**config.mk**
```make
export PLATFORM = sky130hd
export DESIGN_NAME = nl_vc_status_tracker_flat
export DESIGN_NICKNAME = d
export VERILOG_FILES = /design/src/rtl/nl_vc_status_tracker_if.sv /design/src/rtl/nl_vc_status_tracker.sv /design/src/flat_wrapper.sv
export SDC_FILE = /design/constraint.sdc
export NUM_CORES = 1
export LEC_CHECK = 0
export BUFFER_PORTS_ARGS = -buffer_cell sky130_fd_sc_hd__buf_2
export CAP_MARGIN = 5
export CORE_ASPECT_RATIO = 2
export CORE_MARGIN = 2
export CORE_UTILIZATION = 36
export CTS_BUF_LIST = sky130_fd_sc_hd__clkbuf_2 sky130_fd_sc_hd__clkbuf_4 sky130_fd_sc_hd__clkbuf_8
export DETAILED_ROUTE_END_ITERATION = 12
export GPL_TIMING_DRIVEN = 0
export PLACE_DENSITY = 0.54
export SYNTH_ARGS = -nofsm -noshare
export SYNTH_HDL_FRONTEND = slang
export SYNTH_SLANG_ARGS = --single-unit
```
**constraint.sdc**
```tcl
create_clock -name clk -period 2.9 [get_ports clk]
set_input_delay 0.58 -clock clk [delete_from_list [all_inputs] [get_ports clk]]
set_output_delay 0.58 -clock clk [all_outputs]
set_load 0.02 [all_outputs]
```
**src/rtl/nl_vc_status_tracker_if.sv**
```systemverilog
// nl_vc_status_tracker_if
// Bundles the per-output-VC handshake between the router core and the
// VC status tracker.
//   master : router side; drives allocation, flit and credit events and
//            reads back VC status.
//   slave  : tracker side; consumes events and reports status.
// Signals (all [np-1:0][nv-1:0] unless noted):
//   vc_allocated   - VC granted to a packet this cycle
//   flit_sent      - one flit leaves on the VC this cycle
//   flit_sent_tail - qualifies flit_sent; the flit is a tail
//   credit_in      - one credit returned from downstream
//   vc_status      - 1 = VC free and allocatable
//   credit_avail   - 1 = credit count non-zero
//   credit_error   - (1 bit) sticky protocol-error flag
interface nl_vc_status_tracker_if #(
  parameter int np = 5,
  parameter int nv = 2
);
  logic [np-1:0][nv-1:0] vc_allocated;
  logic [np-1:0][nv-1:0] flit_sent;
  logic [np-1:0][nv-1:0] flit_sent_tail;
  logic [np-1:0][nv-1:0] credit_in;
  logic [np-1:0][nv-1:0] vc_status;
  logic [np-1:0][nv-1:0] credit_avail;
  logic                  credit_error;

  modport master (
    output vc_allocated, flit_sent, flit_sent_tail, credit_in,
    input  vc_status, credit_avail, credit_error
  );

  modport slave (
    input  vc_allocated, flit_sent, flit_sent_tail, credit_in,
    output vc_status, credit_avail, credit_error
  );
endinterface

```
**src/rtl/nl_vc_status_tracker.sv**
```systemverilog
// nl_vc_status_tracker
// Tracks, for every output VC, whether it is free for allocation and how
// many downstream buffer credits it holds. Each VC runs a FREE ->
// ALLOCATED -> DRAINING -> FREE lifecycle alongside a credit counter that
// starts at buf_depth. Protocol violations (credit under/overflow,
// allocating a busy VC, sending on a VC that is not allocated) raise a
// sticky credit_error.
// Ports:
//   clk   - sole clock, rising edge
//   rst_n - synchronous active-low reset
//   bus   - nl_vc_status_tracker_if.slave (events in, status out)
// Parameters: np output ports, nv VCs per port, buf_depth credits (1..15).
// Configuration macro:
//   NL_VC_FREE_ON_TAIL_EN - when defined, a VC returns to FREE directly on
//   its tail flit instead of waiting in DRAINING for all credits.
module nl_vc_status_tracker #(
  parameter int np        = 5,
  parameter int nv        = 2,
  parameter int buf_depth = 4
) (
  input logic                   clk,
  input logic                   rst_n,
  nl_vc_status_tracker_if.slave bus
);

  localparam int cw = $clog2(buf_depth + 1);
  localparam logic [cw-1:0] cnt_full = cw'(buf_depth);
  localparam logic [cw-1:0] cnt_one  = cw'(1);
  localparam logic [cw-1:0] cnt_zero = '0;

  typedef enum logic [1:0] {
    VC_FREE      = 2'd0,
    VC_ALLOCATED = 2'd1,
    VC_DRAINING  = 2'd2
  } vc_state_e;

  vc_state_e       state_q [np][nv];
  vc_state_e       state_d [np][nv];
  logic [cw-1:0]   cnt_q   [np][nv];
  logic [cw-1:0]   cnt_d   [np][nv];
  logic            err_q;
  logic            err_d;

  // Next-state for every VC. A simultaneous flit and credit cancel out, so
  // the counter only moves when exactly one of them is present. DRAINING
  // releases on the post-update count so the VC frees in the same cycle
  // the last credit is absorbed.
  always_comb begin
    err_d = err_q;
    for (int p = 0; p < np; p++) begin
      for (int v = 0; v < nv; v++) begin
        state_d[p][v] = state_q[p][v];
        cnt_d[p][v]   = cnt_q[p][v];

        if (bus.flit_sent[p][v] && !bus.credit_in[p][v]) begin
          if (cnt_q[p][v] == cnt_zero) err_d = 1'b1;
          else                         cnt_d[p][v] = cnt_q[p][v] - cnt_one;
        end else if (bus.credit_in[p][v] && !bus.flit_sent[p][v]) begin
          if (cnt_q[p][v] == cnt_full) err_d = 1'b1;
          else                         cnt_d[p][v] = cnt_q[p][v] + cnt_one;
        end

        unique case (state_q[p][v])
          VC_FREE: begin
            if (bus.flit_sent[p][v])    err_d = 1'b1;
            if (bus.vc_allocated[p][v]) state_d[p][v] = VC_ALLOCATED;
          end
          VC_ALLOCATED: begin
            if (bus.vc_allocated[p][v]) err_d = 1'b1;
            if (bus.flit_sent[p][v] && bus.flit_sent_tail[p][v]) begin
`ifdef NL_VC_FREE_ON_TAIL_EN
              state_d[p][v] = VC_FREE;
`else
              state_d[p][v] = VC_DRAINING;
`endif
            end
          end
          VC_DRAINING: begin
            if (bus.vc_allocated[p][v] || bus.flit_sent[p][v]) err_d = 1'b1;
            if (cnt_d[p][v] == cnt_full) state_d[p][v] = VC_FREE;
          end
          default: state_d[p][v] = VC_FREE;
        endcase
      end
    end
  end

  // All state, including the sticky error, is cleared on a low rst_n edge;
  // inputs in that cycle have no effect.
  always_ff @(posedge clk) begin
    if (!rst_n) begin
      for (int p = 0; p < np; p++) begin
        for (int v = 0; v < nv; v++) begin
          state_q[p][v] <= VC_FREE;
          cnt_q[p][v]   <= cnt_full;
        end
      end
      err_q <= 1'b0;
    end else begin
      for (int p = 0; p < np; p++) begin
        for (int v = 0; v < nv; v++) begin
          state_q[p][v] <= state_d[p][v];
          cnt_q[p][v]   <= cnt_d[p][v];
        end
      end
      err_q <= err_d;
    end
  end

  // Status outputs come straight from registered state.
  always_comb begin
    bus.vc_status    = '0;
    bus.credit_avail = '0;
    for (int p = 0; p < np; p++) begin
      for (int v = 0; v < nv; v++) begin
        bus.vc_status[p][v]    = (state_q[p][v] == VC_FREE);
        bus.credit_avail[p][v] = (cnt_q[p][v] != cnt_zero);
      end
    end
    bus.credit_error = err_q;
  end

endmodule

```
**src/flat_wrapper.sv**
```systemverilog
// flat-port wrapper written by rule: the top's interface ports become plain ports
module nl_vc_status_tracker_flat 
#(
  parameter int np        = 5,
  parameter int nv        = 2,
  parameter int buf_depth = 4
)
  (clk, rst_n, bus_vc_allocated, bus_flit_sent, bus_flit_sent_tail, bus_credit_in, bus_vc_status, bus_credit_avail, bus_credit_error);
  nl_vc_status_tracker_if #(.np(np), .nv(nv)) bus_i ();
  input logic clk;
  input logic rst_n;
  input wire logic [$bits(bus_i.vc_allocated)-1:0] bus_vc_allocated;
  input wire logic [$bits(bus_i.flit_sent)-1:0] bus_flit_sent;
  input wire logic [$bits(bus_i.flit_sent_tail)-1:0] bus_flit_sent_tail;
  input wire logic [$bits(bus_i.credit_in)-1:0] bus_credit_in;
  output wire logic [$bits(bus_i.vc_status)-1:0] bus_vc_status;
  output wire logic [$bits(bus_i.credit_avail)-1:0] bus_credit_avail;
  output wire logic [$bits(bus_i.credit_error)-1:0] bus_credit_error;
  assign bus_i.vc_allocated = bus_vc_allocated;
  assign bus_i.flit_sent = bus_flit_sent;
  assign bus_i.flit_sent_tail = bus_flit_sent_tail;
  assign bus_i.credit_in = bus_credit_in;
  assign bus_vc_status = bus_i.vc_status;
  assign bus_credit_avail = bus_i.credit_avail;
  assign bus_credit_error = bus_i.credit_error;
  nl_vc_status_tracker #(.np(np), .nv(nv), .buf_depth(buf_depth)) u_core (.clk(clk), .rst_n(rst_n), .bus(bus_i));
endmodule
```
## Word level (Yosys, flattened, before mapping)

Memory sizes are Yosys's and may differ from the RTL's.
Index checks and enable logic that the tools add are counted.
Widths: inputs -> output; s select.

- Memories: 2
- Word-level logic and storage cells: 355
- Memory bits (writable): 50
- Register bits after elaboration: 1

- Muxes and demuxes: 182
- Bitwise logic cells: 20
- Reductions and logical operators: 90
- $add $sub $neg: 20
- Equal/unequal tests: 40

Memories:

| memory | depth | bits a word | read ports | clocked after memory_dff | wr ports | RTL line | RTL |
|---|---|---|---|---|---|---|---|
| u_core.cnt_q | 5 | 6 | 5 | 0 | 5 | nl_vc_status_tracker.sv:39 | `logic [cw-1:0] cnt_q [np][nv];` |
| u_core.state_q | 5 | 4 | 5 | 0 | 5 | nl_vc_status_tracker.sv:37 | `vc_state_e state_q [np][nv];` |

Operator list:

| cell | number |
|---|---|
| $mux 3 | 50 |
| $mux 2 | 40 |
| $mux 1 | 72 |
| $eq 3x3->1 const B | 20 |
| $pmux 2 s3 | 10 |
| $add 3x1->3 const B | 10 |
| $logic_and 1x1->1 | 30 |
| $logic_not 3->1 | 10 |
| $pmux 1 s3 | 10 |
| $reduce_bool 3->1 | 10 |
| $sub 3x1->3 const B | 10 |
| $eq 2x1->1 const B | 10 |
| $eq 2x2->1 const B | 10 |
| $logic_not 1->1 | 20 |
| $logic_not 2->1 | 10 |
| $or 1x1->1 | 20 |
| $logic_or 1x1->1 | 10 |

## Longest topological paths before layout

Gate-level depths: netlist (run 1).
An unclocked memory read counts as a cell.

- Word-level depth: 52
- Mapped depth: 9
- Gate-level depth less buffers: 9

## Least setup slack after synthesis (run 1)

Ideal clock, no wire load.

- Path kind: reg2reg
- Start: memory u_core.cnt_q[0][6] (netlist name)
- End: memory u_core.state_q[0][4] (netlist name)
- Cell stages (with the launch flop): 10
- Buffers on the path: 0
- Clock period less this slack: 2,201 ps
- Data arrival time: 2,129 ps
- Setup slack: 699 ps
- Cells stage by stage: dfxtp_1 > inv_1 > ha_1 > nor2b_4 > inv_1 > a22oi_2 > xnor2_1 > or3_1 > a222oi_1 > mux2i_1

RTL lines:

| element | RTL line |
|---|---|
| start, declared | nl_vc_status_tracker.sv:39 |
| end, declared | nl_vc_status_tracker.sv:37 |

==> results of run 1 <==
-- layer usage --
layer / vias to the layer above / track usage [%] / wire, um
met5: - / 0 / 0
li1: 2129 / - / -
met4: 0 / 4.11 / 128
met3: 7 / 2.19 / 359
met1: 1908 / 19.5 / 4940
met2: 61 / 28.1 / 5310
-- worst max-delay path: cells and delay by family (launching register included) --
family | cells | cell delay, ps
DFF | 1 | 410
muxes | 1 | 230
adders and majority gates | 1 | 250
buffers and inverters | 1 | 80
AOI/OAI and AO/OA | 3 | 830
and+or+nand+nor | 2 | 550
-- cell type report --
| type | count | area, sq um | share of cell area, % |
|---|---|---|---|
| Buffer | 28 | 161 | 3.06 |
| Clock buffer | 6 | 82.6 | 1.56 |
| Clock inverter | 2 | 35.0 | 0.663 |
| Inverter | 75 | 282 | 5.33 |
| Multi-Input combinational cell | 430 | 3230 | 61.1 |
| Sequential cell | 51 | 1020 | 19.3 |
| Tap cell | 152 | 190 | 3.60 |
| Timing Repair Buffer | 57 | 285 | 5.40 |
-- logic make-up (layout without fill, tap and decap cells) --
logic type,count (synthesis),count (layout),share of synthesized area (%)
AND/OR/NAND/NOR,191,191,21.9
AO/OA/AOI/OAI,119,119,17.6
adder cells (fa/ha/maj),74,74,19.7
multiplexers,30,30,6.51
flip-flops,51,51,21.8
XOR/XNOR,16,16,2.99
buffers and inverters,103,168,9.44
-- sequential cells by signal (all words and copies together) (netlist names) --
signal	count
u_core.cnt_q	30
u_core.bus.credit_error	1
u_core.state_q	20
-- path summary, 6_finish.rpt --
path | startpoint | to | cells past startpoint | slack (ps)
max reg2reg | u_core.cnt_q[0][13]$_SDFF_PN0_ | u_core.state_q[0][8]$_SDFFE_PN0P_ | 8 | 480
min | u_core.state_q[0][5]$_SDFFE_PN0P_ | u_core.state_q[0][5]$_SDFFE_PN0P_ | 2 | 500
min reg2reg | u_core.state_q[0][5]$_SDFFE_PN0P_ | u_core.state_q[0][5]$_SDFFE_PN0P_ | 2 | 500
max | u_core.cnt_q[0][13]$_SDFF_PN0_ | u_core.state_q[0][8]$_SDFFE_PN0P_ | 8 | 480
-- placed cells by master (no fill, tap or decap), drive strengths merged, types with 5 or more instances in the layout --
cell type,count
a21oi,35
a222oi,6
inv,74
a311o,5
nand3b,11
a22oi,7
mux2i,26
xnor2,13
buf,74
nand3,12
nand4,9
o211ai,14
clkbuf,17
ha,74
nand2,77
o21ai,19
a31oi,7
dfxtp,51
nand2b,14
nor2,16
nor2b,27
-- stage by stage --
step                      setup WS [ps]  power [mW]
after floorplan                     699        2.56
after CTS                           466        3.61
after global placement              414        3.03
after detailed placement            395        3.06
after global routing                263        3.91
final                               479        3.56
-- report_power, final --
group          internal [mW]  total (mW)  leakage, nW  switching [mW]
clock                  0.280       0.536       0.0612           0.256
sequential             0.871        1.05        0.421           0.175
combinational          0.902        1.98         1.91            1.08
total                   2.05        3.56         2.39            1.51
==> impl_metrics.py, run 1 <==
metrics = {
    "sta": {
        "slew_violations": 0,
        "fin_crit_sh_pct": 83.5,
        "finalHoldViolations": 0,
        "finalClockSkew_ps": 9.16,
        "finalSetupTns_ps": 0,
        "setup_violations": 0,
        "worst_pin_slew_ps": 851,
        "max_freq_ghz": 0.413,
        "maxSlewHeadroom_pct": 41.8,
        "post-route-min-period_ps": 2420,
        "rsz0062_at_grt": "false",
        "holdWs_ps": 505,
    },
    "synth": {
        "syn_area_per_cell_sq_um": 8.03,
        "synth_ff_type": "dfxtp_1",
        "synth_largest_area_cell": "dfxtp_1",
        "synth_edf_count": 0,
        "ys_top_cells_by_count": "76 x nand2_1, 74 x ha_1, 73 x inv_1",
        "syn_area_sq_um": 4690,
        "postSynthNetCount": 700,
        "synth-seq-cells": 51,
        "synthCells": 584,
        "async_flop_share_pct": 0,
        "synthTopCellsByArea": "dfxtp_1 22%, ha_1 20%, nand2_1 6.1%, inv_1 5.8%, mux2i_1 5.5%",
        "synth_warnings": 0,
        "synth.lib_cells_used.distinct": 57,
        "synth_most_common_cell": "nand2_1",
        "yosysTopAreaCellShare_pct": 21.8,
        "ys_seq_area_share_pct": 21.8,
    },
    "final_layout": {
        "final_util_pct": 41.1,
        "final_nets": 764,
        "fillerInstances": 1362,
        "drive_above_1_share_pct": 14.8,
        "diodes": 0,
        "area_growth_syn_to_layout_pct": 12.6,
        "fin_cells": 801,
        "final_cell_area_sq_um": 5280,
    },
    "floorplanning": {
        "die_x_um": 84.7,
        "die_h_um": 165,
        "start_util_pct": 36.5,
        "dieArea_sq_um": 14000,
        "rows": 59,
        "core_sq_um": 12800,
        "io_pins": 63,
    },
    "setup_path": {
        "required_ps": 3150,
        "max_stage_delay_ps": 530,
        "cpMaxStageDelayCell": "a222oi_1",
        "crit_chain": "inv_1 > ha_1 > nor2b_2 > o221ai_1 > o31ai_1 > or3_1 > a222oi_1 > mux2i_1",
        "worstPathArrival_ps": 2670,
        "path_max_fanout": 5,
        "critical_path_class": "flop to flop",
        "worstSetupStartpointType": "flop",
        "end_kind": "flop",
    },
    "placed_design": {
        "dp_hpwl_mm": 8.61,
        "placed_cell_area_sq_um": 5160,
        "place_congestion": 0.807,
        "io_buffer_count": 57,
        "dp_cells": 793,
    },
    "global_routing": {
        "grt_start_max_net_pins": 16,
        "grt_pass1_wl_mm": 18.2,
        "grtUsageTotal_pct": 15.6,
        "grt-ovfl-total": 0,
        "grt_pass1_vias": 3937,
        "antenna_found_initial": 0,
    },
    "clocking": {
        "cts_tree": "yes",
        "cts_resized": 0,
        "cts_max_level": 2,
        "clkTransAtPathRegs_ps": 100,
        "cts_num_sinks": 51,
        "clockBufferDepth": 2,
        "clk_latency_ps": 310,
        "hold_buffers": 0,
        "numCtsBuffers": 5,
        "post_cts_buffers": 0,
        "clockRootBuffer": "clkbuf_8",
    },
    "pwr": {
        "p_leak_nw": 2.39,
        "irDropWorstVdd_uv": 457,
        "power_density_nw_per_um2": 674,
    },
    "drt": {
        "routedWlPerCell_um": 13.4,
        "drt_iter0_markers": 159,
        "wirelength_mm": 10.7,
        "drc": 0,
        "ant_nets": 0,
        "viasPerCell": 5.12,
        "firstDrtPassIters": 4,
        "vias": 4105,
    },
    "worst_hold_path": {
        "hold_class": "flop to flop",
    },
    "job": {
        "drv_cap": 0,
    },
    "status": {
        "outcome": "finished clean",
    },
}
Note: power is estimated with default switching activity, not from simulation.
==> run 2: changes to the inputs <==
- ABC_AREA: not set -> 1
- PLACE_DENSITY: 0.54 -> 0.56
- clock period: 2.9 -> 2 ns (I/O delays scaled with it)
==> impl_metrics.py, run 2 <==
metrics = {
    "status": {
        "outcome": "finished clean",
    },
    "synth": {
        "async_flop_share_pct": 0,
        "synth_most_common_cell": "nand2_1",
        "ys_seq_area_share_pct": 20.5,
        "synth_largest_area_cell": "dfxtp_1",
        "ys_top_cells_by_count": "231 x nand2_1, 114 x inv_1, 83 x nand3_1",
        "synth_ff_type": "dfxtp_1",
        "synth_edf_count": 0,
        "yosysTopAreaCellShare_pct": 20.5,
        "synthCells": 800,
        "postSynthNetCount": 916,
        "synth_warnings": 0,
        "syn_area_per_cell_sq_um": 6.23,
        "synth-seq-cells": 51,
        "synthTopCellsByArea": "dfxtp_1 20%, ha_1 19%, nand2_1 17%, inv_1 8.6%, nand3_1 8.3%",
        "syn_area_sq_um": 4980,
        "synth.lib_cells_used.distinct": 25,
    },
    "drt": {
        "routedWlPerCell_um": 11.4,
        "ant_nets": 0,
        "drc": 0,
        "viasPerCell": 4.66,
        "firstDrtPassIters": 5,
        "drt_iter0_markers": 115,
        "vias": 4781,
        "wirelength_mm": 11.7,
    },
    "clocking": {
        "clockBufferDepth": 2,
        "numCtsBuffers": 5,
        "cts_num_sinks": 51,
        "clockRootBuffer": "clkbuf_8",
        "cts_tree": "yes",
        "cts_resized": 0,
        "clk_latency_ps": 320,
        "cts_max_level": 2,
        "post_cts_buffers": 0,
        "hold_buffers": 0,
        "clkTransAtPathRegs_ps": 100,
    },
    "final_layout": {
        "diodes": 0,
        "fin_cells": 1025,
        "regArea_sq_um": 1020,
        "mostFrequentLayoutCells": "231 x nand2_1, 114 x inv_1, 83 x nand3_1",
        "top_register": "u_core.cnt_q",
        "multi_input_area_sq_um": 3310,
        "largest_reg_flops": 30,
        "final_common_cell": "nand2_1",
        "final_nets": 985,
        "drive_above_1_share_pct": 19.1,
        "fillerInstances": 1535,
        "area_growth_syn_to_layout_pct": 12.5,
    },
    "job": {
        "drv_cap": 0,
    },
    "setup_path": {
        "startpoint": "u_core.state_q[0][2]$_SDFFE_PN0P_",
        "reg2reg_to": "u_core.bus.credit_error$_SDFF_PN0_",
        "crit_top_cell": "nor2_1",
        "cpMaxStageDelayCell": "dfxtp_1",
        "end_kind": "flop",
        "path_buf_inv": 1,
        "max_stage_delay_ps": 410,
        "worstPathArrival_ps": 2050,
        "r2r_cells": 9,
        "path_max_fanout": 4,
        "worstSetupStartpointType": "flop",
        "critPathCapture": "u_core.bus.credit_error$_SDFF_PN0_",
        "r2r_setup_slack_ps": 200,
        "critical_path_class": "flop to flop",
        "worst_path_dominant_cell_family": "simple AND/OR/NAND/NOR gates",
        "required_ps": 2250,
        "cp.depth": 9,
        "reg2reg_from": "u_core.state_q[0][2]$_SDFFE_PN0P_",
        "crit_chain": "inv_1 > ha_1 > a21oi_1 > or2_2 > o21ai_0 > nor2_1 > nand3_1 > nor2_1 > nor2_1",
    },
    "pwr": {
        "internal_power_mw": 3.07,
        "irDropWorstVdd_uv": 525,
        "p_leak_nw": 3.09,
        "power.switching_mw": 2.61,
        "sw_frac_of_total_pct": 45.9,
        "pwr-share-seq_pct": 27.1,
        "clockPowerShare_pct": 13.6,
        "pwr-share-comb_pct": 59.3,
        "power_density_nw_per_um2": 1010,
    },
    "floorplanning": {
        "dieArea_sq_um": 14900,
        "die_x_um": 87.2,
        "rows": 60,
        "die_h_um": 170,
        "io_pins": 63,
        "core_sq_um": 13500,
        "start_util_pct": 36.9,
    },
    "global_routing": {
        "grt_pass1_vias": 4561,
        "antenna_found_initial": 0,
        "grt_start_max_net_pins": 16,
        "grt_pass1_wl_mm": 19.6,
        "grt-ovfl-total": 0,
        "grtUsageTotal_pct": 16.6,
    },
    "placed_design": {
        "io_buffer_count": 62,
        "dp_hpwl_mm": 10.1,
        "dp_cells": 1017,
        "place_congestion": 0.871,
    },
    "sta": {
        "post-route-min-period_ps": 1800,
        "maxSlewHeadroom_pct": 54.8,
        "rsz0062_at_grt": "false",
        "finalSetupTns_ps": 0,
        "worst_pin_slew_ps": 677,
        "max_freq_ghz": 0.555,
        "setup_violations": 0,
        "finalClockSkew_ps": 11.2,
        "fin_crit_sh_pct": 90.0,
        "slew_violations": 0,
        "finalHoldViolations": 0,
    },
    "worst_hold_path": {
        "hold_class": "input pin to flop",
    },
}
-- run 2: changes by cell type after synthesis, moves of 16 or more --
| cell | previous run | this run |
|---|---|---|
| nor2_2 | 0 | 16 |
| nand3_1 | 12 | 83 |
| nand2_1 | 76 | 231 |
| nand2_2 | 1 | 24 |
| nor2_1 | 16 | 47 |
| inv_1 | 73 | 114 |
| inv_2 | 1 | 32 |
| mux2i_1 | 26 | 0 |
| nor2b_1 | 24 | 0 |
-- run 2: per-layer routing --
layer | GRT usage, % | wire length, um
met4 | 5.95 | 353
met3 | 1.75 | 237
met5 | 0 | 0
met1 | 15.6 | 4220
met2 | 34.6 | 6880
-- run 2: cell families (layout without fill, tap and decap cells) --
logic type	after synthesis	count (layout)	synth area share, %
AOI/OAI and AO/OA	76	76	7.79
buffers and inverters	161	231	13.1
DFF	51	51	20.5
adders and majority gates	74	74	18.6
and+or+nand+nor	428	428	38.3
xor gates and xnor gates	10	10	1.76
-- run 2: stage by stage --
stage	hold WS [ps]	total power [mW]	setup WS (ps)	area, sq um	util (%)
2_1_floorplan	498	4.16	444	4980	-
3_3_place_gp	526	4.98	101	5490	40.6
3_5_place_dp	522	4.98	140	5490	40.6
4_1_cts	385	5.78	119	5600	41.5
5_1_grt	411	6.35	39.3	5600	41.5
6_report	388	5.68	199	5600	41.5
-- run 2: power groups by stage --
stage	Sequential, mW	Combinational, mW	Clock [mW]
floorplan	1.49	2.67	0
global placement	1.57	3.41	0
detailed placement	1.57	3.41	0
CTS	1.54	3.43	0.806
global route	1.59	3.90	0.854
finish	1.54	3.37	0.774
-- run 2: how the worst min path moves through the flow --
stage / from / to / cells after the start
after floorplan: u_core.cnt_q[0][3]$_SDFF_PN0_ / u_core.cnt_q[0][3]$_SDFF_PN0_ / 2
after global placement: u_core.cnt_q[0][9]$_SDFF_PN0_ / u_core.cnt_q[0][9]$_SDFF_PN0_ / 2
after detailed placement: u_core.cnt_q[0][9]$_SDFF_PN0_ / u_core.cnt_q[0][9]$_SDFF_PN0_ / 2
after CTS: rst_n / u_core.cnt_q[0][19]$_SDFF_PN0_ / 3
after global routing: rst_n / u_core.cnt_q[0][19]$_SDFF_PN0_ / 3
final: rst_n / u_core.cnt_q[0][19]$_SDFF_PN0_ / 3
-- run 2: worst min-delay path: cells and delay by family --
kind,cells,cell delay (ps)
buffers and inverters,2,220
AOI/OAI and AO/OA,1,40
-- run 2: final cells by class --
class / instances / share of cell area, %
Sequential cell: 51 / 18.2
Inverter: 146 / 9.78
Buffer: 15 / 1.83
Clock buffer: 6 / 1.47
Clock inverter: 2 / 0.625
Tap cell: 155 / 3.46
Multi-Input combinational cell: 588 / 59.1
Timing Repair Buffer: 62 / 5.54
==> run 3: changes to the inputs <==
- BUFFER_PORTS_ARGS: -buffer_cell sky130_fd_sc_hd__buf_2 -> -buffer_cell sky130_fd_sc_hd__clkbuf_2
==> impl_metrics.py, run 3 (synthesis gave the netlist of run 2 again) <==
metrics = {
    "global_routing": {
        "grt-ovfl-total": 0,
        "grtUsageTotal_pct": 16.4,
        "grt_pass1_vias": 4643,
        "grt_start_max_net_pins": 15,
        "top_usage_layer": "met2",
        "antenna_found_initial": 0,
        "grt_pass1_wl_mm": 19.7,
        "use_met3_pct": 1.84,
        "met1_usage_pct": 15.4,
        "grt_use_met2_pct": 34.3,
    },
    "floorplanning": {
        "die_h_um": 170,
        "start_util_pct": 36.9,
        "rows": 60,
        "dieArea_sq_um": 14900,
        "die_x_um": 87.2,
        "io_pins": 63,
        "core_sq_um": 13500,
    },
    "worst_hold_path": {
        "holdPathStages": 3,
        "min_from": "rst_n",
        "hold_class": "input pin to flop",
    },
    "final_layout": {
        "final_common_cell": "nand2_1",
        "final_cell_area_sq_um": 5570,
        "drive_above_1_share_pct": 19.1,
        "area_growth_syn_to_layout_pct": 11.9,
        "top_register": "u_core.cnt_q",
        "largest_reg_flops": 30,
        "mostFrequentLayoutCells": "231 x nand2_1, 114 x inv_1, 83 x nand3_1",
        "diodes": 0,
        "final_nets": 985,
        "fillerInstances": 1524,
    },
    "pwr": {
        "internal_power_mw": 2.93,
        "sw_frac_of_total_pct": 47.0,
        "clockPowerShare_pct": 11.4,
        "pwr-share-comb_pct": 60.8,
        "p_leak_nw": 3.10,
        "power.switching_mw": 2.60,
        "irDropWorstVdd_uv": 514,
        "power_density_nw_per_um2": 993,
        "pwr-share-seq_pct": 27.8,
    },
    "sta": {
        "post-route-min-period_ps": 1810,
        "finalHoldViolations": 0,
        "holdWs_ps": 403,
        "setup_violations": 0,
        "slew_violations": 0,
        "fin_crit_sh_pct": 90.3,
        "finalClockSkew_ps": 9.89,
        "worst_pin_slew_ps": 659,
        "rsz0062_at_grt": "false",
        "maxSlewHeadroom_pct": 56.0,
        "finalSetupTns_ps": 0,
        "max_freq_ghz": 0.554,
    },
    "drt": {
        "routedWlPerCell_um": 11.5,
        "drt_iter0_markers": 124,
        "drc": 0,
        "vias": 4870,
        "viasPerCell": 4.75,
        "firstDrtPassIters": 4,
        "ant_nets": 0,
        "wirelength_mm": 11.8,
    },
    "setup_path": {
        "worstPathArrival_ps": 2050,
        "path_buf_inv": 1,
        "worstSetupStartpointType": "flop",
        "max_stage_delay_ps": 410,
        "cpMaxStageDelayCell": "dfxtp_1",
        "required_ps": 2240,
        "r2r_cells": 9,
        "end_kind": "flop",
        "path_max_fanout": 4,
        "crit_chain": "inv_1 > ha_1 > a21oi_1 > or2_2 > o21ai_1 > nor2_1 > nand3_1 > nor2_1 > nor2_1",
        "reg2reg_from": "u_core.state_q[0][2]$_SDFFE_PN0P_",
        "crit_top_cell": "nor2_1",
        "worst_path_dominant_cell_family": "simple AND/OR/NAND/NOR gates",
        "critical_path_class": "flop to flop",
        "cp.depth": 9,
        "startpoint": "u_core.state_q[0][2]$_SDFFE_PN0P_",
    },
    "placed_design": {
        "io_buffer_count": 62,
        "dp_hpwl_mm": 10.1,
        "placed_cell_area_sq_um": 5490,
        "place_congestion": 0.861,
    },
    "clocking": {
        "post_cts_buffers": 0,
        "clockBufferDepth": 2,
        "clk_latency_ps": 310,
        "clkTransAtPathRegs_ps": 100,
        "cts_max_level": 2,
        "cts_num_sinks": 51,
        "cts_tree": "yes",
        "numCtsBuffers": 5,
        "clockRootBuffer": "clkbuf_8",
    },
    "job": {
        "drv_cap": 0,
    },
    "status": {
        "outcome": "finished clean",
    },
}
==> run 3: cell types whose count changed in the layout (fill, tap and decap cells not counted) <==
cell,delta
buf_2,-62
clkbuf_2,+62
clkbuf_4,+2
bufinv_16,-1
clkbuf_8,-1
o21ai_0,-1
o21ai_1,+1
==> run 3: final timing paths <==
kind | to | slack (ps)
min reg2reg | u_core.cnt_q[0][3]$_SDFF_PN0_ | 540
max reg2reg | u_core.bus.credit_error$_SDFF_PN0_ | 190
max | u_core.bus.credit_error$_SDFF_PN0_ | 190
min | u_core.cnt_q[0][19]$_SDFF_PN0_ | 400
==> run 3: tightest hold or removal path, cell delays in order <==
cell      delay [ps]
clkbuf_2         120
inv_1            100
a21oi_1           50
==> run 3: layout make-up <==
| type | instances | area, sq um | area share (%) |
|---|---|---|---|
| multi-input cells | 588 | 3310 | 59.4 |
| flip-flops and latches | 51 | 1020 | 18.3 |
| inverters | 146 | 548 | 9.83 |
| repair buffers | 62 | 310 | 5.57 |
| well taps | 155 | 194 | 3.48 |
| plain buffers | 15 | 103 | 1.84 |
| clock buffers | 7 | 83.8 | 1.50 |
| clock inverters | 1 | 5.00 | 0.0898 |
==> run 3: through the flow <==
| stage | cells | total power, mW | setup slack, ps | util (%) |
|---|---|---|---|---|
| after floorplan | 800 | 4.16 | 444 | - |
| after global placement | 1017 | 4.98 | 100 | 40.6 |
| after detailed placement | 1017 | 4.98 | 105 | 40.6 |
| after CTS | 1025 | 5.63 | 55.1 | 41.3 |
| after global routing | 1025 | 6.19 | 52.5 | 41.3 |
| final | 1025 | 5.53 | 195 | 41.3 |
==> run 3: power groups by stage <==
stage / clock [mW] / combinational [mW] / sequential (mW)
6_report: 0.630 / 3.36 / 1.54
5_1_grt: 0.697 / 3.91 / 1.58
4_1_cts: 0.659 / 3.43 / 1.54
3_5_place_dp: 0 / 3.41 / 1.57
3_3_place_gp: 0 / 3.41 / 1.57
2_1_floorplan: 0 / 2.67 / 1.49
==> run 3: layer usage <==
| metal | part of all wire, % | wire length [um] |
|---|---|---|
| met1 | 36 | 4280 |
| met2 | 59 | 6880 |
| met3 | 2.1 | 247 |
| met4 | 3.0 | 355 |
| met5 | 0 | 0 |
==> run 3: repair_timing <==
item                                    4_1_cts  5_1_grt
gates resized for setup                       0        1
endpoints found under the hold margin         0        0
hold buffers                                  0        0
endpoints found under the setup margin        0        1
